===== config.mk =====
export PLATFORM = sky130hd
export DESIGN_NAME = axi_lite_timer
export DESIGN_NICKNAME = d
export VERILOG_FILES = /design/src/rtl/axi_lite_timer.sv
export SDC_FILE = /design/constraint.sdc
export NUM_CORES = 1
export LEC_CHECK = 0
export ABC_AREA = 1
export CAP_MARGIN = 20
export CORE_MARGIN = 2
export CORE_UTILIZATION = 61
export DETAILED_ROUTE_END_ITERATION = 16
export GPL_ROUTABILITY_DRIVEN = 0
export GPL_TIMING_DRIVEN = 0
export MAX_ROUTING_LAYER = met4
export PLACE_DENSITY = 0.95
export SLEW_MARGIN = 5
export SYNTH_ARGS = -nofsm -noshare
export SYNTH_HDL_FRONTEND = slang
export SYNTH_SLANG_ARGS = --single-unit

===== constraint.sdc =====
create_clock -name clk_i -period 3.6 [get_ports clk_i]
set_clock_uncertainty 0.1 [all_clocks]
set_input_delay 0.72 -clock clk_i [delete_from_list [all_inputs] [get_ports clk_i]]
set_output_delay 0.72 -clock clk_i [all_outputs]
set_load 0.005 [all_outputs]

===== src/rtl/axi_lite_timer.sv =====
`default_nettype none
// ============================================================================
// Module      : axi_lite_timer
// Description : AXI4-Lite memory-mapped 32-bit timer/compare peripheral.
//               A prescaled counter with optional auto-reload, a sticky
//               compare-match flag (write-1-to-clear) and a level interrupt.
//               Register map (offset bits [3:2]):
//                 0x0 CTRL    bit0 enable, bit1 auto_reload, bit2 irq_en
//                 0x4 STATUS  bit0 match (W1C)
//                 0x8 COUNT   counter value, write loads the counter
//                 0xC COMPARE compare value, resets to all ones
// Ports       : clk_i/rst_i (async active-low reset)
//               AR/R channel : araddr_i, arvalid_i, arready_o, rdata_o,
//                              rresp_o, rlast_o, rvalid_o, rready_i
//               AW/W/B chan. : awaddr_i, awvalid_i, awready_o, wdata_i,
//                              wvalid_i, wready_o, wlast_i, bresp_o,
//                              bvalid_o, bready_i
//               irq_o        : STATUS.match AND CTRL.irq_en
// Revision    : 1.0 - initial release
// ============================================================================
module axi_lite_timer #(
  parameter int unsigned PRESCALE = 1
) (
  input  logic        clk_i,
  input  logic        rst_i,
  input  logic [3:0]  araddr_i,
  input  logic        arvalid_i,
  output logic        arready_o,
  output logic [31:0] rdata_o,
  output logic [1:0]  rresp_o,
  output logic        rlast_o,
  output logic        rvalid_o,
  input  logic        rready_i,
  input  logic [3:0]  awaddr_i,
  input  logic        awvalid_i,
  output logic        awready_o,
  input  logic [31:0] wdata_i,
  input  logic        wvalid_i,
  output logic        wready_o,
  input  logic        wlast_i,
  output logic [1:0]  bresp_o,
  output logic        bvalid_o,
  input  logic        bready_i,
  output logic        irq_o
);

  localparam int unsigned  PW      = (PRESCALE > 1) ? $clog2(PRESCALE) : 1;
  localparam logic [PW-1:0] PS_LAST = PW'(PRESCALE - 1);

  localparam logic [1:0] A_CTRL    = 2'd0;
  localparam logic [1:0] A_STATUS  = 2'd1;
  localparam logic [1:0] A_COUNT   = 2'd2;
  localparam logic [1:0] A_COMPARE = 2'd3;

  typedef enum logic [0:0] {
    R_IDLE = 1'b0,
    R_DATA = 1'b1
  } rd_state_e;

  // Timer state
  logic [2:0]    ctrl_q,    ctrl_d;
  logic          match_q,   match_d;
  logic [31:0]   count_q,   count_d;
  logic [31:0]   compare_q, compare_d;
  logic [PW-1:0] presc_q,   presc_d;

  // Read channel state
  rd_state_e     rstate_q;
  logic [31:0]   rdata_q;
  logic          rvalid_q;

  // Write channel state
  logic          aw_held_q;
  logic [1:0]    awaddr_q;
  logic          w_held_q;
  logic [31:0]   wdata_q;
  logic          bvalid_q;

  logic          aw_hs, w_hs, wr_commit;
  logic [1:0]    wr_sel;
  logic [31:0]   wr_data;
  logic          tick, hit;
  logic [31:0]   rd_mux;

  // Address low bits and wlast carry no information for a full-word slave.
  logic          unused_bits;
  assign unused_bits = ^{araddr_i[1:0], awaddr_i[1:0], wlast_i};

  // --------------------------------------------------------------------------
  // Handshake outputs. Readies are gated by reset so every output except
  // rlast_o reads 0 while reset is asserted.
  // --------------------------------------------------------------------------
  assign arready_o = rst_i & (rstate_q == R_IDLE);
  assign awready_o = rst_i & ~aw_held_q & ~bvalid_q;
  assign wready_o  = rst_i & ~w_held_q  & ~bvalid_q;
  assign rdata_o   = rdata_q;
  assign rvalid_o  = rvalid_q;
  assign rresp_o   = 2'b00;
  assign rlast_o   = 1'b1;
  assign bresp_o   = 2'b00;
  assign bvalid_o  = bvalid_q;
  assign irq_o     = match_q & ctrl_q[2];

  assign aw_hs = awvalid_i & awready_o;
  assign w_hs  = wvalid_i  & wready_o;

  // The write commits on the edge that completes the later of the two
  // handshakes; the already-held half is taken from its capture register.
  assign wr_commit = (aw_hs | w_hs) & (aw_hs | aw_held_q) & (w_hs | w_held_q);
  assign wr_sel    = aw_held_q ? awaddr_q : awaddr_i[3:2];
  assign wr_data   = w_held_q  ? wdata_q  : wdata_i;

  assign tick = ctrl_q[0] & (presc_q == PS_LAST);
  assign hit  = (count_q == compare_q);

  // --------------------------------------------------------------------------
  // Next-state logic for the timer registers
  // --------------------------------------------------------------------------
  always_comb begin
    ctrl_d    = ctrl_q;
    match_d   = match_q;
    count_d   = count_q;
    compare_d = compare_q;
    presc_d   = presc_q;

    if (!ctrl_q[0]) begin
      presc_d = '0;
    end else if (tick) begin
      presc_d = '0;
    end else begin
      presc_d = presc_q + 1'b1;
    end

    if (tick) begin
      count_d = (hit && ctrl_q[1]) ? 32'd0 : count_q + 32'd1;
    end

    if (wr_commit) begin
      case (wr_sel)
        A_CTRL: begin
          ctrl_d = wr_data[2:0];
          // Disabling restarts the prescaler phase immediately.
          if (!wr_data[0]) begin
            presc_d = '0;
          end
        end
        A_STATUS: begin
          if (wr_data[0]) begin
            match_d = 1'b0;
          end
        end
        A_COUNT:   count_d   = wr_data;   // CPU load overrides a tick
        A_COMPARE: compare_d = wr_data;
        default:   ;
      endcase
    end

    // A new match has priority over a simultaneous W1C.
    if (tick && hit) begin
      match_d = 1'b1;
    end
  end

  always_ff @(posedge clk_i or negedge rst_i) begin
    if (!rst_i) begin
      ctrl_q    <= 3'b000;
      match_q   <= 1'b0;
      count_q   <= 32'd0;
      compare_q <= 32'hFFFF_FFFF;
      presc_q   <= '0;
    end else begin
      ctrl_q    <= ctrl_d;
      match_q   <= match_d;
      count_q   <= count_d;
      compare_q <= compare_d;
      presc_q   <= presc_d;
    end
  end

  // --------------------------------------------------------------------------
  // Write channel: independent address/data capture and response
  // --------------------------------------------------------------------------
  always_ff @(posedge clk_i or negedge rst_i) begin
    if (!rst_i) begin
      aw_held_q <= 1'b0;
      awaddr_q  <= 2'b00;
      w_held_q  <= 1'b0;
      wdata_q   <= 32'd0;
      bvalid_q  <= 1'b0;
    end else begin
      if (wr_commit) begin
        aw_held_q <= 1'b0;
        w_held_q  <= 1'b0;
        bvalid_q  <= 1'b1;
      end else begin
        if (aw_hs) begin
          aw_held_q <= 1'b1;
          awaddr_q  <= awaddr_i[3:2];
        end
        if (w_hs) begin
          w_held_q <= 1'b1;
          wdata_q  <= wdata_i;
        end
        if (bvalid_q && bready_i) begin
          bvalid_q <= 1'b0;
        end
      end
    end
  end

  // --------------------------------------------------------------------------
  // Read channel FSM
  // --------------------------------------------------------------------------
  always_comb begin
    rd_mux = 32'd0;
    case (araddr_i[3:2])
      A_CTRL:    rd_mux = {29'd0, ctrl_q};
      A_STATUS:  rd_mux = {31'd0, match_q};
      A_COUNT:   rd_mux = count_q;
      A_COMPARE: rd_mux = compare_q;
      default:   rd_mux = 32'd0;
    endcase
  end

  always_ff @(posedge clk_i or negedge rst_i) begin
    if (!rst_i) begin
      rstate_q <= R_IDLE;
      rdata_q  <= 32'd0;
      rvalid_q <= 1'b0;
    end else begin
      case (rstate_q)
        R_IDLE: begin
          if (arvalid_i) begin
            rdata_q  <= rd_mux;
            rvalid_q <= 1'b1;
            rstate_q <= R_DATA;
          end
        end
        R_DATA: begin
          if (rready_i) begin
            rvalid_q <= 1'b0;
            rstate_q <= R_IDLE;
          end
        end
        default: begin
          rvalid_q <= 1'b0;
          rstate_q <= R_IDLE;
        end
      endcase
    end
  end

endmodule
`default_nettype wire


==> metrics.cfg, run 1 <==
[status]
outcome=finished, final reports clean

[logic_synthesis]
synth_top_area_cell=dfrtp_1
synthXorXnorAreaFrac=0.0441
synth_ff_type=dfrtp_1
yosysUniqueCellTypes=36
synthSimpleGateAreaFrac=0.278
synthMuxAreaShare=0.00299
synth_compound_area_frac=0.105
netlist.area_leader.share=0.358
yosys_register_bits=140
synth_area_sq_mm=0.00754
synthTopCellsByCount=nand2_1, inv_1, dfrtp_1, o21ai_0, nor2_1
synth_seq_area_share=0.470
async_reset_ff_frac=1.00
yosys_warnings=0
synth_top_family_by_area=simple AND/OR/NAND/NOR gates
synth_area_leaders=dfrtp_1, nand2_1, dfstp_2
avgSynthCellArea_sq_um=7.33
synth-adder-area-share=0.00166
synth.most_common_cell=nand2_1
synthCells=1029
synth_edf_count=0

[worst_setup_path]
crit_required_ns=2.78
reg2regPathDepth=10
cp_data_arrival_time_ns=2.21
worstSetupStartpointType=input pin
crit_type=input pin to output port
end_kind=output port
cp_max_fo=60

[pwr]
p_leak_nw=4.29
ir_worst_vdd_v=0.000385
clkPwrFrac=0.226
p_per_area_mw_per_mm2=780
pwr-share-comb=0.357
power.share.switching=0.392
seqPwrFrac=0.417
p_sw_w=0.00279
p_int_w=0.00433

[clock_tree]
cts_hold_buf=0
clk_latency_ns=0.43
htree_levels=4
clock_sinks=140
cts-resized-gates=0
tritoncts=yes
cts_root_buf=clkbuf_16
cts_buffers=17
cts.path.max_buffers=2
postCtsSetupRepairBufs=0
clk_pin_slew_worst_paths_ns=0.06

[placement]
hpwl_mm=14.5
port_buffers=80

[floorplanning]
die_area_sq_mm=0.0133
fp.dieW_microns=115
io_pins=91
rows=40
coreArea_sq_mm=0.0121
start_util=0.625
dieHeight_microns=115

[final_layout]
syn2layout_area_growth_pct=21.1
antenna_cells=0
layout-drive-gt1-share=0.0942
fillers=768
layout.nets=1182
final_util=0.757

[global_routing]
grt_max_degree=84
track_usage=0.341
antenna_found_initial=0
grt_pass1_vias=7043
grt_pass1_wl_mm=33.9
grt_overflow=0

[route]
avgRoutedWirePerCell_microns=16.0
drt_iter0_markers=950
postRouteWirelength_mm=21.0
vias=7443
via_per_inst=5.66
drc=0
drtPass1Iterations=7
antenna_left=0

[timing]
relSlewSlack=0.580
tightest_slew_ns=0.623
maxSlewViolCount=0
setup_violations=0
final_hold_viol_count=0
fmax_mhz=330
grt_setup_unrepaired=no
period_needed_ns=3.03
timing.hold.ws_ns=0.164
fin_crit_sh=0.841

[job]
cap_violations=0

[hold_path]
hp-class=input pin to async pin

state kept, by name, summed over array words and instances (netlist names), 2 cells and up:
name / cells
compare_q: 32
count_q: 32
wdata_q: 32
rdata_o: 32
ctrl_q: 3
awaddr_q: 2
worst paths after layout:
path / from / end / slack [ns]
setup / recovery: rst_i / wready_o / 0.57
hold / removal: rst_i / aw_held_q$_DFFE_PN0P_ / 0.16
setup reg to reg: count_q[11]$_DFF_PN0_ / count_q[30]$_DFF_PN0_ / 1.25
hold reg to reg: rdata_o[2]$_DFFE_PN0P_ / rdata_o[2]$_DFFE_PN0P_ / 0.38
max in group asynchronous: rst_i / compare_q[24]$_DFFE_PN1P_ / 2.40
min in group clk_i: rdata_o[2]$_DFFE_PN0P_ / rdata_o[2]$_DFFE_PN0P_ / 0.38
worst max-delay path, cell delays in order:
cell             delay (ns)
buf_6                  0.43
inv_1                  0.17
nor3_1                 0.29
clkdlybuf4s50_1        0.59
routing by layer:
metal | part of all wire | up-vias | global-route usage
li1 | - | 3429 | -
met1 | 0.38 | 3342 | 0.433
met5 | 0 | - | -
met4 | 0.050 | 0 | 0.182
met3 | 0.11 | 128 | 0.0669
met2 | 0.45 | 544 | 0.518
power by group through the flow:
stage	registers (W)	clock network, W	logic [W]
after CTS	0.00293	0.00161	0.00249
final	0.00297	0.00161	0.00255
after global placement	0.00289	0	0.00230
after floorplan	0.00277	0	0.00161
after global routing	0.00301	0.00168	0.00283
after detailed placement	0.00294	0	0.00241
cells in the final DEF (no fill, tap or decap), types with 13 or more instances in the layout:
cell             count
buf_2               16
nand3_1             54
nand2_1            347
clkbuf_16           17
clkbuf_1            30
a31oi_1             29
dfstp_2             32
xor2_1              19
o21ai_0            101
clkdlybuf4s50_1     79
inv_1              124
xnor2_1             19
dfrtp_1            108
nor2_1              87
nand4_1             13
kinds of logic after synthesis:
family | count (synthesis)
other | 2
AND/OR/NAND/NOR | 517
buffers and inverters | 182
AO/OA/AOI/OAI | 147
flip-flops | 140
XOR/XNOR | 38
adder cells (fa/ha/maj) | 1
multiplexers | 2
stage by stage:
step                      setup WS, ns  instances  power (W)  area, sq um  setup TNS (ns)
after floorplan                   1.66       1033    0.00438         7560               0
after global placement           -4.45       1281    0.00519         8570         -891.20
after detailed placement         0.544       1282    0.00535         8600               0
after CTS                        0.540       1314    0.00703         9140               0
after global routing             0.421       1314    0.00752         9140               0
final                            0.572       1314    0.00713         9140               0
layout make-up:
| cell class | count | area (sq um) | share of cell area |
|---|---|---|---|
| Sequential cell | 140 | 3540 | 0.388 |
| Multi-Input combinational cell | 711 | 3280 | 0.359 |
| Timing Repair Buffer | 81 | 830 | 0.0908 |
| Clock buffer | 25 | 495 | 0.0542 |
| Inverter | 128 | 480 | 0.0526 |
| Buffer | 54 | 256 | 0.0281 |
| Tap cell | 168 | 210 | 0.0230 |
| Clock inverter | 7 | 42.5 | 0.00466 |
No activity file was read; power rests on OpenSTA's default activity.
==> run 2, diff against run 1 <==
--- a/config.mk
+++ b/config.mk
@@ -8,12 +8,12 @@
 export ABC_AREA = 1
 export CAP_MARGIN = 20
 export CORE_MARGIN = 2
-export CORE_UTILIZATION = 61
+export CORE_UTILIZATION = 51
 export DETAILED_ROUTE_END_ITERATION = 16
 export GPL_ROUTABILITY_DRIVEN = 0
 export GPL_TIMING_DRIVEN = 0
 export MAX_ROUTING_LAYER = met4
-export PLACE_DENSITY = 0.95
+export PLACE_DENSITY = 0.88
 export SLEW_MARGIN = 5
 export SYNTH_ARGS = -nofsm -noshare
 export SYNTH_HDL_FRONTEND = slang
==> constraint.sdc (replaced) <==
create_clock -name clk_i -period 2.7 [get_ports clk_i]
set_clock_uncertainty 0.1 [all_clocks]
set_input_delay 0.54 -clock clk_i [delete_from_list [all_inputs] [get_ports clk_i]]
set_output_delay 0.54 -clock clk_i [all_outputs]
set_load 0.005 [all_outputs]
==> run 2 against run 1 <==
Compared with the run above:
- sequential share of layout area is 1.0 points lower
- critical path depth is 1 lower
- worst hold slack worse by 0.15 ns
- count of clock-buffer cells in the layout is 7 lower
- sequential power is 32% higher
- first-iteration DRC count is 36% lower
- combinational power is 31% higher
- register-to-register slack worse by 0.68 ns
- core utilization is 11 points lower
- critical path type is now register to output port
- highest routed layer unchanged
==> metrics.cfg, run 2 (synthesis gave the netlist of run 1 again) <==
[global_routing]
grt_max_degree=48
track_usage=0.274
antenna_found_initial=0
grt_pass1_vias=6834
grt_pass1_wl_mm=33.5
grt_overflow=0

[clock_tree]
cts.path.max_buffers=2
cts_root_buf=clkbuf_16
tritoncts=yes
cts_buffers=17
clk_pin_slew_worst_paths_ns=0.06
htree_levels=4
clk_latency_ns=0.43
postCtsSetupRepairBufs=0
clock_sinks=140

[hold_path]
hp-class=input pin to async pin

[worst_setup_path]
path_cells=clkbuf_1 > nor3_2 > clkdlybuf4s50_1
cp_max_fo=10
crit_buf_inv=2
crit_slowest_cell=clkdlybuf4s50_1
slowest_delay_ns=0.54
crit_required_ns=2.06
critical_path.top_delay_family=buffers and inverters
cp_data_arrival_time_ns=1.92
end_kind=output port
worstSetupStartpointType=register
crit_type=register to output port

[final_layout]
layout.nets=1184
layout-drive-gt1-share=0.100
layout_commonest_cell=nand2_1
layout_common_cells=nand2_1, inv_1, dfrtp_1, o21ai_0, nor2_1
syn2layout_area_growth_pct=24.4
antenna_cells=0

[placement]
hpwl_mm=14.3
port_buffers=80
place_ws_ns=-0.376

[route]
antenna_left=0
drtPass1Iterations=8
vias=7127
via_per_inst=5.35
drt_iter0_markers=608
avgRoutedWirePerCell_microns=15.0
drc=0
postRouteWirelength_mm=20.0

[floorplanning]
start_util=0.521
coreArea_sq_mm=0.0145
rows=44
io_pins=91
die_area_sq_mm=0.0158
fp.dieW_microns=126
dieHeight_microns=126

[pwr]
p_per_area_mw_per_mm2=1070
power_w=0.0100
p_leak_nw=4.39
ir_worst_vdd_v=0.000525

[status]
outcome=finished, final reports clean

[timing]
final.setup.worst_slack_ns=0.142
relSlewSlack=0.570
setup_violations=0
grt_setup_unrepaired=no
maxSlewViolCount=0
final_hold_viol_count=0
period_needed_ns=2.56
fin_crit_sh=0.947
tightest_slew_ns=0.638
fmax_mhz=391

[job]
cap_violations=0

## run 2: worst paths after layout
kind                                               start                        end  slack (ns)  cells past startpoint
max in group asynchronous                          rst_i      count_q[30]$_DFF_PN0_        2.08                      2
worst max register to register  compare_q[7]$_DFFE_PN1P_      count_q[21]$_DFF_PN0_        0.57                     10
worst min register to register   wdata_q[24]$_DFFE_PN0P_    wdata_q[24]$_DFFE_PN0P_        0.39                      2
worst min-delay path                               rst_i  compare_q[15]$_DFFE_PN1P_        0.01                      1
worst max-delay path                w_held_q$_DFFE_PN0P_                   wready_o        0.14                      3
min in group clk_i               wdata_q[24]$_DFFE_PN0P_    wdata_q[24]$_DFFE_PN0P_        0.39                      2
## run 2: area by class of cell
class,count,area [sq um]
clock buffer,18,439
multi-input combinational,711,3280
clock inverter,14,264
tap,184,230
timing repair buffer,83,891
fill,1136,5090
buffer,54,256
inverter,128,480
sequential,140,3540
## run 2: power breakdown
part / leakage [nW] / internal [W] / switching, W
clock network: 0.333 / 0.00185 / 0.000900
registers: 1.67 / 0.00314 / 0.000766
logic: 2.39 / 0.00138 / 0.00196
## run 2: repair_timing
action                                 4_1_cts  5_1_grt
hold buffers                                 1        0
gates cloned                                 1        0
pin swaps                                    0        0
setup endpoints to repair                    3        1
endpoints found under the hold margin       37        0
resized for setup                            2        1
## run 2: through the flow
| stage | util | TNS, ns | instances | instance area, sq um | hold WS [ns] |
|---|---|---|---|---|---|
| finish | 0.648 | 0 | 1332 | 9390 | 0.0101 |
| global route | 0.648 | 0 | 1332 | 9390 | 0.00332 |
| detailed placement | 0.595 | -24.66 | 1298 | 8620 | 0.374 |
| global placement | 0.593 | -1079.24 | 1297 | 8590 | 0.366 |
| floorplan | - | 0 | 1033 | 7560 | 0.144 |
| CTS | 0.648 | 0 | 1332 | 9380 | 0.00438 |
## run 2: layer usage
layer  share of wire  up-vias  GRT usage
met5               0        -          -
met4           0.037        0      0.112
met3           0.081       56     0.0565
met2            0.47      352      0.421
met1            0.42     3304      0.357
li1                -     3415          -
